## src/rtl/bin2bcd_seq.sv

```systemverilog
// Sequential 8-bit binary to 3-digit packed BCD converter (double-dabble).
// One bit is shifted per clock; the result is held in DONE until taken downstream.
module bin2bcd_seq (
  input  logic        clk,
  input  logic        rst_n,
  input  logic        in_valid,
  output logic        in_ready,
  input  logic [7:0]  in_bin,
  output logic        out_valid,
  input  logic        out_ready,
  output logic [11:0] out_bcd,
  output logic        busy
);

  // Handshake: a transfer happens on a rising edge where valid and ready are
  // both 1; valid never depends on ready, and the producer holds data until then.

  typedef enum logic [1:0] {IDLE, SHIFT, DONE} state_t;

  state_t      state;
  state_t      state_nxt;
  logic [19:0] work;
  logic [19:0] work_adj;
  logic [19:0] work_shift;
  logic [3:0]  cnt;

  // BCD digits live in [19:8]; a digit >=5 gets +3 so the shift carries into the next decimal place.
  always_comb begin
    work_adj = work;
    for (int i = 0; i < 3; i++) begin
      if (work[8 + 4*i +: 4] >= 4'd5) begin
        work_adj[8 + 4*i +: 4] = work[8 + 4*i +: 4] + 4'd3;
      end
    end
    work_shift = work_adj << 1;
  end

  always_comb begin
    state_nxt = state;
    in_ready  = 1'b0;
    busy      = 1'b0;
    out_valid = 1'b0;
    case (state)
      IDLE: begin
        in_ready = 1'b1;
        if (in_valid) state_nxt = SHIFT;
      end
      SHIFT: begin
        busy = 1'b1;
        if (cnt == 4'd7) state_nxt = DONE;
      end
      DONE: begin
        out_valid = 1'b1;
        if (out_ready) state_nxt = IDLE;
      end
      default: state_nxt = IDLE;
    endcase
  end

  always_ff @(posedge clk) begin
    if (!rst_n) begin
      state   <= IDLE;
      work    <= 20'h0_0000;
      cnt     <= 4'd0;
      out_bcd <= 12'h000;
    end else begin
      state <= state_nxt;
      case (state)
        IDLE: begin
          if (in_valid) begin
            work <= {12'h000, in_bin};
            cnt  <= 4'd0;
          end
        end
        SHIFT: begin
          work <= work_shift;
          cnt  <= cnt + 4'd1;
          if (cnt == 4'd7) out_bcd <= work_shift[19:8];
        end
        default: ;
      endcase
    end
  end

endmodule

```

## config.mk

```make
export PLATFORM = sky130hd
export DESIGN_NAME = bin2bcd_seq
export DESIGN_NICKNAME = d
export VERILOG_FILES = /design/src/rtl/bin2bcd_seq.sv
export SDC_FILE = /design/constraint.sdc
export NUM_CORES = 1
export LEC_CHECK = 0
export BUFFER_PORTS_ARGS = -buffer_cell sky130_fd_sc_hd__buf_2
export CORE_ASPECT_RATIO = 0.9
export CORE_MARGIN = 1
export CORE_UTILIZATION = 50
export DETAILED_ROUTE_END_ITERATION = 8
export GPL_ROUTABILITY_DRIVEN = 0
export PLACE_DENSITY = 0.71
export REMOVE_ABC_BUFFERS = 1
export SLEW_MARGIN = 20
export SYNTH_ARGS = -nofsm -noshare
export SYNTH_HDL_FRONTEND = slang
export SYNTH_SLANG_ARGS = --single-unit
```

## constraint.sdc

```tcl
create_clock -name clk -period 2 [get_ports clk]
set_input_delay 0.2 -clock clk [delete_from_list [all_inputs] [get_ports clk]]
set_output_delay 0.2 -clock clk [all_outputs]
set_load 0.03 [all_outputs]
```

==> impl_results.md <==
* Status: complete, no violations
* RSZ-0062 raised after global routing: no
* Main combinational cell family by area after synthesis: simple AND/OR/NAND/NOR gates
* Final hold violations at 0
* I/O Buffers at 26
* Setup TNS at 0 ns
* HP Start: out_ready
* Vias in the first global route at 1355
* Min-delay worst type: input pin to flip-flop
* Area post-placement at 1970 µm²
* Area delta synth->final at 14.9%
* Row count at 20
* Mapped cell area at 1790 µm²
* Nets at 263
* Leak at 0.845 nW
* Starting Density at 0.527
* Clock Tree Root: clkbuf_8
* Clock sink count at 38
* Crit path time final at 1.58 ns
* Synth top area cells: dfxtp_1 (42%), nor2_1 (6.5%), a21oi_1 (5.6%)
* First-pass iteration count of the detailed router at 4
* CTS tree: built
* Avg Inst Size Synth at 8.31 µm²
* N_diodes at 0
* Yosys top cell by area: dfxtp_1
* Clk Latency, worst-skew pair at 0.29 ns
* Setup CP Type: flip-flop to flip-flop
* Power density over the cells at 703 nW/µm²
* Synth warn at 0
* Vias post-DR at 1540
* Synth Area in XOR/XNOR at 0.0146
* FMAX at 0.633 GHz
* Filler cell count at 343
* Post-CTS Resized at 0
* Drt drc at 0
* Crit end category: flip-flop
* Hold EP: state[1]
* Final setup fails at 0
* Final period utilization at 0.790
* Area of the multi-input gates at 940 µm²
* Starting DRC count in detailed routing at 104
* Total track usage at 0.204
* Simple-Gate Fraction of Synth Area at 0.225
* Initial antenna violation count at 0
* Clock-pin slew on the worst setup and hold paths at 0.08 ns
* DRT antenna net count at 0
* Worst Path Required at 2.22 ns
* Startpoint types: flip-flop
* Pwr Total at 0.00145 W
* DR vias/cell at 5.33
* Cts hold-fix bufs at 0
* Worst slew pin tran at 0.417 ns
* Count of unique library cells instantiated by Yosys at 32
* DIE WIDTH at 65.1 µm
* FF-to-FF Start: work[8]
* Hold path cells at 3
* Core Area at 3400 µm²
* R2r endpoint: work[10]
* Die Area at 3830 µm²
* Final wirelength at 3.54 mm
* HPWL after detailed placement at 2.43 mm
* Avg WL per Cell at 12.2 µm
* Post-CTS Setup Bufs at 0
* Yosys top cell area share at 0.424
* Slew Viols, Final at 0
* Core Util, Final at 0.606
* Crit-path max FO at 5
* Post-synthesis compound-gate area fraction at 0.211
* Fraction of layout cells with a size suffix above 1 at 0.188
* Die Y at 58.8 µm
* Grt ovf at 0
* Post-synthesis mux area share at 0.0244
* I/O Pins at 27
* Global-route wire length before repair at 5.97 mm
* Design area at 2060 µm²
* Slew HR at 0.722
* FF/Latch Area at 761 µm²
* Clk_skew at 0.00878 ns
* Worst EP arrival at 1.80 ns
* Largest net degree at the start of global routing at 19
* Reg2Reg Depth at 6
* Sequential share of the synthesized area at 0.424
* Max cap viols at 0
* Cells after synthesis at 216
* CTS Buffer Depth at 2
* Post-Synth Adder-Cell Area at 0.0488
* H-Tree Depth at 2
* Seq cells post-synth at 38
* Reg2Reg Setup Slack at 0.42 ns
* Num CTS Buffers at 5
* Maximum VDD drop at 0.000381 V
## layout make-up
class,instances,share of cell area
sequential,38,0.369
clock buffer,7,0.0419
tap,44,0.0267
timing repair buffer,33,0.0886
inverter,8,0.0158
clock inverter,1,0.00243
multi-input combinational,158,0.456
## worst max-delay path, stage by stage, from the launching register on
cell and delay [ns]:
dfxtp_1 0.34, inv_1 0.10, ha_1 0.23, nand2b_1 0.09, a21oi_1 0.24, mux2_2 0.38
o21ai_0 0.15
## worst max path at each step
stage,from,cells past startpoint,endpoint,slack [ns]
floorplan,state[0],5,out_bcd[0],0.16
global placement,work[8],6,work[10],0.42
detailed placement,work[8],6,work[10],0.42
CTS,work[8],6,work[10],0.41
global route,state[1],4,out_valid,0.30
finish,work[8],6,work[10],0.42
## state kept, by name, indices dropped and copies added (netlist names)
name / count
cnt: 4
work: 20
out_bcd: 12
state: 2
## through the flow
stage	hold WS [ns]	setup WS [ns]	instances
CTS	0.225	0.407	289
detailed placement	0.459	0.424	281
finish	0.230	0.421	289
global route	0.228	0.302	289
floorplan	0.318	0.156	204
global placement	0.459	0.423	281
## cell usage after synthesis
library cell   n
dfxtp_1       38
o22ai_1        6
nand2_2        1
clkbuf_1       9
mux2_2         3
nand2b_1       4
inv_1          6
buf_6          2
nand2b_2       1
xnor2_1        3
nand3b_1       2
nor2b_1        4
mux2i_1        1
o211a_1        3
clkinv_1       1
nor3b_1        6
nor3_1         5
and4b_1        2
nand3_1       13
and2_1         1
o221ai_1       7
a21oi_1       20
nor2_1        31
nand2_1       12
ha_1           7
buf_2          1
a22oi_1        2
inv_4          1
o21bai_1       1
a21boi_0       4
o21ai_0       18
o21a_1         1
## logic make-up after synthesis
family / count (synthesis)
AO/OA/AOI/OAI: 62
XOR/XNOR: 3
adder cells (fa/ha/maj): 7
buffers and inverters: 20
flip-flops: 38
multiplexers: 4
AND/OR/NAND/NOR: 82
## where the power goes
part	switching, W	internal, W	total, W
Combinational	0.0000745	0.0000488	0.000123
Sequential	0.0000149	0.000775	0.000790
Clock	0.000259	0.000278	0.000537
## cells in the final DEF (no fill, tap or decap), types with 4 or more instances in the layout
cell type	count
buf_2	26
nor2b_1	4
nand2_1	12
nand2b_1	4
buf_4	7
nor3b_1	6
o21ai_0	18
ha_1	7
a21boi_0	4
clkbuf_8	6
o22ai_1	6
dfxtp_1	38
nor3_1	5
nand3_1	13
a21oi_1	20
inv_1	6
nor2_1	31
o221ai_1	7
## layer usage
| metal | GRT usage | share of wire | up-vias |
|---|---|---|---|
| li1 | - | - | 809 |
| met5 | 0 | 0 | - |
| met3 | 0.0465 | 0.040 | 2 |
| met4 | 0.0776 | 0.0051 | 0 |
| met1 | 0.277 | 0.51 | 698 |
| met2 | 0.315 | 0.45 | 31 |
(Power assumes the default switching activity.)
